--- src/rtl/ntt_pkg.sv ---
// ntt_pkg: shared constants and stage record for the NTT modular-arithmetic pipelines
package ntt_pkg;
  localparam int LOGQ_DEF = 32;
  localparam int DELAY_SUB_ONE = 1;
  localparam int DELAY_SUB_TWO = 2;
  typedef struct packed {
    logic                valid;
    logic [LOGQ_DEF-1:0] data;
    logic [LOGQ_DEF-1:0] q;
  } stage_t;
  function automatic bit delay_sub_ok(int d);
    return d == DELAY_SUB_ONE || d == DELAY_SUB_TWO;
  endfunction
endpackage

--- src/rtl/modsub_stage_reg.sv ---
// modsub_stage_reg: valid/data register slice with bubble-collapsing advance
//   valid_i/data_i : upstream slot, taken when adv_o is high
//   adv_next_i     : downstream stage (or out_ready) can take this slot
//   valid_o/data_o : held slot contents
//   adv_o          : this slot may be overwritten this cycle
module modsub_stage_reg #(
  parameter int W = 8
) (
  input  logic         clk,
  input  logic         rst,
  input  logic         valid_i,
  input  logic [W-1:0] data_i,
  input  logic         adv_next_i,
  output logic         valid_o,
  output logic [W-1:0] data_o,
  output logic         adv_o
);
  logic         valid_q, valid_d;
  logic [W-1:0] data_q, data_d;
  assign adv_o = !valid_q || adv_next_i;
  always_comb begin
    valid_d = adv_o ? valid_i : valid_q;
    data_d  = adv_o && valid_i ? data_i : data_q;
  end
  always_ff @(posedge clk or posedge rst) begin
    if (rst) begin
      valid_q <= 1'b0;
      data_q  <= '0;
    end else begin
      valid_q <= valid_d;
      data_q  <= data_d;
    end
  end
  assign valid_o = valid_q;
  assign data_o  = data_q;
endmodule

--- src/rtl/modsub_pipe.sv ---
// modsub_pipe: pipelined c = (a - b) mod q, optionally halved mod q, valid/ready stream
//   in_valid/in_ready   : operand handshake for a, b, q (q ignored when IS_Q_FIXED)
//   out_valid/out_ready : result handshake for c
module modsub_pipe
  import ntt_pkg::*;
#(
  parameter int              LOGQ       = LOGQ_DEF,
  parameter bit              IS_Q_FIXED = 1'b0,
  parameter logic [LOGQ-1:0] Q          = '0,
  parameter int              DELAY_SUB  = DELAY_SUB_TWO,
  parameter bit              DIV2       = 1'b0
) (
  input  logic            clk,
  input  logic            rst,
  input  logic            in_valid,
  output logic            in_ready,
  input  logic [LOGQ-1:0] a,
  input  logic [LOGQ-1:0] b,
  input  logic [LOGQ-1:0] q,
  output logic            out_valid,
  input  logic            out_ready,
  output logic [LOGQ-1:0] c
);
  if (!delay_sub_ok(DELAY_SUB)) begin : g_bad_delay
    $fatal(1, "modsub_pipe: DELAY_SUB must be 1 or 2");
  end
  logic [LOGQ-1:0] q_in, cq, r;
  logic [LOGQ:0]   d, cd;
  logic            cv, cor_adv;
  assign q_in = IS_Q_FIXED ? Q : q;
  assign d    = {1'b0, a} - {1'b0, b};
  if (DELAY_SUB == DELAY_SUB_TWO) begin : g_sub
    modsub_stage_reg #(.W(2*LOGQ+1)) u_sub (
      .clk, .rst,
      .valid_i(in_valid), .data_i({q_in, d}), .adv_next_i(cor_adv),
      .valid_o(cv), .data_o({cq, cd}), .adv_o(in_ready)
    );
  end else begin : g_nosub
    assign cv       = in_valid;
    assign cd       = d;
    assign cq       = q_in;
    assign in_ready = cor_adv;
  end
  // A borrow means a < b; adding q in LOGQ bits wraps the difference back into [0, q).
  assign r = cd[LOGQ] ? cd[LOGQ-1:0] + cq : cd[LOGQ-1:0];
  if (DIV2) begin : g_div2
    logic            rv, half_adv;
    logic [LOGQ-1:0] rd, rq;
    logic [LOGQ:0]   hs;
    modsub_stage_reg #(.W(2*LOGQ)) u_cor (
      .clk, .rst,
      .valid_i(cv), .data_i({cq, r}), .adv_next_i(half_adv),
      .valid_o(rv), .data_o({rq, rd}), .adv_o(cor_adv)
    );
    // Odd r is made even by adding the odd modulus; the carry is kept so the shift is exact.
    assign hs = rd[0] ? {1'b0, rd} + {1'b0, rq} : {1'b0, rd};
    // The final slot stores only the result: nothing downstream consumes its modulus.
    modsub_stage_reg #(.W(LOGQ)) u_half (
      .clk, .rst,
      .valid_i(rv), .data_i(LOGQ'(hs >> 1)), .adv_next_i(out_ready),
      .valid_o(out_valid), .data_o(c), .adv_o(half_adv)
    );
  end else begin : g_nodiv
    modsub_stage_reg #(.W(LOGQ)) u_cor (
      .clk, .rst,
      .valid_i(cv), .data_i(r), .adv_next_i(out_ready),
      .valid_o(out_valid), .data_o(c), .adv_o(cor_adv)
    );
  end
endmodule

--- config.mk ---
export PLATFORM = sky130hd
export DESIGN_NAME = modsub_pipe
export DESIGN_NICKNAME = d
export VERILOG_FILES = /design/src/rtl/ntt_pkg.sv /design/src/rtl/modsub_stage_reg.sv /design/src/rtl/modsub_pipe.sv
export SDC_FILE = /design/constraint.sdc
export NUM_CORES = 1
export LEC_CHECK = 0
export CAP_MARGIN = 5
export CORE_ASPECT_RATIO = 1.75
export CORE_MARGIN = 2
export CORE_UTILIZATION = 40
export CTS_BUF_LIST = sky130_fd_sc_hd__clkbuf_8
export CTS_CLUSTER_DIAMETER = 100
export CTS_CLUSTER_SIZE = 30
export DETAILED_ROUTE_END_ITERATION = 8
export PLACE_DENSITY_LB_ADDON = 0.08
export SYNTH_ARGS = -nofsm -noshare
export SYNTH_HDL_FRONTEND = slang
export SYNTH_SLANG_ARGS = --single-unit
--- constraint.sdc ---
create_clock -name clk -period 5.33 [get_ports clk]
set_clock_uncertainty 0.2 [all_clocks]
set_input_delay 0.533 -clock clk [delete_from_list [all_inputs] [get_ports clk]]
set_output_delay 0.533 -clock clk [all_outputs]
set_load 0.01 [all_outputs]
---- Word level (Yosys, flattened, before mapping) ----
Index checks and enable logic that the tools add are counted.
W data, S select, Z words.
word-level totals
  flip-flop bits (word level) ............. 99
  input bits .............................. 100
  word-level logic and storage cells ...... 13
cells by class
  add/sub/neg operators ................... 2
  mux-type cells .......................... 1
  reductions and logical operators ........ 6
operators by type and width
  operator             count
  $sub A32 B32 Y33     1
  $add A32 B32 Y32     1
  $mux W32             1
  $logic_and A1 B1 Y1  2
  $logic_not A1 Y1     2
  $logic_or A1 B1 Y1   2

---- Depth between registers and ports, before layout ----
  depth in word-level cells ............... 4
  gate-level depth with buffers ........... 12
  mapped depth without buffers ............ 12

---- By module ----
From an unflattened synthesis, not the netlist that was laid out.
second synthesis, totals
  cells, all modules ...................... 752
  area total of the unflattened synthesis .. 7902.6 um2
modules (own cells, without submodules)
  module                             times used  cells an instance  area each (um2)
  modsub_pipe                        1           538                3776.1
  modsub_stage_reg at g_sub.u_sub    1           142                2731.4
  modsub_stage_reg at g_nodiv.u_cor  1           72                 1395.1

---- Worst setup path before layout ----
OpenSTA, ideal clock, no wires.
  kind .................................... input to register
  start point ............................. input port a[0]
  end point ............................... register g_sub.u_sub.data_q[26] (netlist: g_sub.u_sub.data_o[26])
  setup time .............................. 134 ps
  data arrival time ....................... 2599 ps
  required time ........................... 4996 ps
  path slack .............................. 2397 ps
  stages .................................. 12
  path buffers ............................ 0
  cell sequence ........................... inv_1 -> ha_1 -> fa_1 -> nor2b_1 -> o31a_1 -> o211ai_1 -> a31oi_1 -> a211o_1 -> a21oi_1 -> o31ai_1 -> xnor2_1 -> o21ai_0
between the ends
  word-level cells in the longest chain between the ends .. 1
RTL lines
  what                  RTL line                text
  start, declared       modsub_pipe.sv:17       input logic [LOGQ-1:0] a,
  $sub A32 B32 Y33      modsub_pipe.sv:31       assign d = {1'b0, a} - {1'b0, b};
  end signal, assigned  modsub_stage_reg.sv:31  data_q <= data_d;
  end, declared         modsub_stage_reg.sv:19  logic [W-1:0] data_q, data_d;
Every way passes these cells.
A chain may end at the register's enable or synchronous reset.

---- Worst setup path after layout ----
  start point ............................. register g_sub.u_sub.data_q[33] (netlist: g_sub.u_sub.data_o[33])
  end point ............................... register g_nodiv.u_cor.data_q[24] (netlist: g_nodiv.u_cor.data_o[24])
between the ends
  word-level cells in the longest chain between the ends .. 2
RTL lines
  what                  RTL line                text
  $add A32 B32 Y32      modsub_pipe.sv:45       assign r = cd[LOGQ] ? cd[LOGQ-1:0] + cq : cd[LOGQ-1:0];
  $mux W32              modsub_pipe.sv:45
  end signal, assigned  modsub_stage_reg.sv:31
  end, declared         modsub_stage_reg.sv:19
Every way passes these cells.

==> reports/results.ini <==
[logic_synthesis]
synth_edf_count = 0
seq_area_frac_synth_pct = 34.8
synthTopCellsByArea = dfrtp_1 (35%), ha_1 (11%), mux2_2 (5.2%)
synth.distinct_cells = 58
ys_async_sr_fraction_pct = 100
synth_top_area_cell = dfrtp_1
synth.net_count = 947
avgSynthCellArea_um2 = 9.10
synth.most_common_cell = dfrtp_1
ys_warn_count = 0
synthCells = 782
yosys.area.top_type_share_pct = 34.8
synth_flop_cell = dfrtp_1
synth_seq_cells = 99
synth_common_cells = dfrtp_1 (99), nand2_1 (94), o21ai_0 (68), ha_1 (63), a21oi_1 (60)
synth_area_um2 = 7120

[grt]
grt_max_degree = 78
grt_usage_pct = 21.9
globalRoute.totalOverflow = 0
grt_pass1_vias = 6602
grt_first_pass_wirelength_um = 32900
antenna_found_initial = 0

[placed_design]
gp_congestion = 0.883
placement.io_buffers = 133
dpl_cell_area_um2 = 8670
hpwl_um = 16000

[cts]
clk-insertion-delay-late_ns = 0.40
cts_sinks = 99
postCtsSetupBuffers = 0
hold_buffers = 0
cts_max_level = 3
cts_buffers = 9
clk_path_buf_depth = 2
cts_root_buffer = clkbuf_8
clk_pin_slew_ns = 0.10
cts_resized = 0
cts_tree = yes

[critical_path]
rrSetupSlack_ns = 1.86
r2r-start = g_sub.u_sub.data_o[33]
reg2reg_depth = 11
path_class = reg -> reg
cp_max_fo = 4
critPathLaunchType = register
endpoint_kind = register
r2r_end = g_nodiv.u_cor.data_o[24]
worstPathArrival_ns = 3.56
cp_data_required_time_ns = 5.42

[layout]
drive_above_1_share_pct = 7.06
area_delta_synth_final_pct = 24.5
fillers = 1738
nets = 1067
final_cell_area_um2 = 8860
n_antenna_cell = 0

[sta]
worst-slew-pin-transition_ns = 1.15
final_hold_viol_count = 0
setup_viol = 0
period_needed_ns = 3.47
slew_headroom_pct = 23.0
rsz0062_at_grt = false
drv_slew = 0
fin_crit_sh_pct = 65.1
tns_ns = 0
clock.fmax_mhz = 288

[worst_hold_path]
hold_class = reg -> reg
hold_end = g_nodiv.u_cor.data_o[25]
hp-start = g_nodiv.u_cor.data_o[25]
min_path_cells = 2

[pwr]
irDropWorstVdd_v = 0.000209
p_leak_nw = 4.05
power_density_nw_per_um2 = 362

[detailed_routing]
drtIter0Drc = 157
first_pass_iters = 6
vias_per_cell = 5.42
num_vias = 6166
drt_drc_violations_left = 0
ant_nets = 0
finalWirelength_um = 20300
wire_per_inst_um = 17.9

[floorplanning]
rows = 64
io_pins = 134
die_area_um2 = 18900
coreArea_um2 = 17500
initial_core_util_pct = 40.8
die-width_um = 105
die_y_um = 180

[status]
status = complete, no violations

[flow_run]
maxCapViolations = 0

==> critical path, stage by stage (launching register included) <==
cell      delay, ns
dfrtp_1        0.40
ha_1           0.26
fa_1           0.46
a211oi_1       0.31
o21ai_2        0.16
o211ai_1       0.32
a211o_1        0.25
a31oi_2        0.15
a31oi_1        0.31
xnor2_1        0.26
mux2i_1        0.14
o21ai_1        0.15
==> cells in the final DEF (no fill, tap or decap), types with 3 or more instances in the layout <==
master and n:
xnor2_1 26, a21oi_1 60, ha_1 63, o211ai_1 8, nand2_1 92, o21bai_1 6, dfrtp_1 98, nor2b_1 7
o21ai_1 11, a31oi_1 13, and3_1 8, clkbuf_8 10, nor3b_1 9, mux2i_1 26, or3_1 3, o21a_1 8
o21ai_0 68, nor3_1 8, and2_1 5, o31ai_1 4, inv_1 46, inv_6 3, nand3_1 7, a21o_1 30
xor2_1 24, mux2_2 33, nand4_1 6, nand2b_1 10, clkdlybuf4s50_1 133, nor2_1 23, a211o_1 5, a211oi_1 9
==> registers in the layout (all words and copies together) (netlist names) <==
name and cells:
g_nodiv.u_cor.data_o 32, g_nodiv.u_cor.valid_o 1, g_sub.u_sub.data_o 65, g_sub.u_sub.valid_o 1
==> power by group <==
part | internal (W) | switching (W) | total (W)
combinational | 0.000777 | 0.000795 | 0.00157
sequential | 0.000953 | 0.000186 | 0.00114
clock | 0.000193 | 0.000308 | 0.000501
==> worst max path at each step <==
stage                                start                       end  slack, ns  cells after the start
global placement                      a[0]    g_sub.u_sub.data_o[26]       1.65                     13
detailed placement                    a[0]    g_sub.u_sub.data_o[30]       1.54                     13
floorplan                              rst   g_nodiv.u_cor.data_o[0]       2.01                      1
finish              g_sub.u_sub.data_o[33]  g_nodiv.u_cor.data_o[24]       1.86                     11
global route        g_sub.u_sub.data_o[33]  g_nodiv.u_cor.data_o[30]       1.57                     11
CTS                 g_sub.u_sub.data_o[33]  g_nodiv.u_cor.data_o[30]       1.89                     11
==> per-layer routing <==
| layer | routed length, um | vias up | global-route usage, % |
|---|---|---|---|
| met5 | 0 | - | 0 |
| met4 | 803 | 0 | 9.92 |
| met3 | 443 | 40 | 1.84 |
| met2 | 11900 | 120 | 44.3 |
| met1 | 7230 | 2959 | 21.8 |
| li1 | - | 3047 | - |
==> metrics by stage <==
stage	hold slack (ns)	setup slack (ns)	util, %	std cells	total power (W)
2_1_floorplan	0.267	2.01	-	782	0.00211
3_3_place_gp	0.270	1.65	49.7	1122	0.00270
3_5_place_dp	0.273	1.54	49.7	1122	0.00274
4_1_cts	0.301	1.89	50.8	1138	0.00325
5_1_grt	0.324	1.57	50.8	1138	0.00345
6_report	0.289	1.86	50.8	1138	0.00321
==> logic make-up after synthesis <==
group	after synthesis	share of synthesized area, %
compound gates	244	21.8
xor+xnor	50	6.15
fa+ha+maj	65	11.6
buf+inv	73	3.85
flops	99	34.8
mux	59	8.88
simple gates	192	12.9
==> layout make-up <==
type / instances / area [um^2] / area share [%]
Tap cell: 231 / 289 / 3.26
Inverter: 47 / 179 / 2.02
Sequential cell: 99 / 2480 / 28.0
Clock buffer: 10 / 138 / 1.55
Clock inverter: 6 / 55.1 / 0.621
Multi-Input combinational cell: 610 / 4380 / 49.4
Timing Repair Buffer: 135 / 1350 / 15.2
No activity file was read; power rests on OpenSTA's default activity.
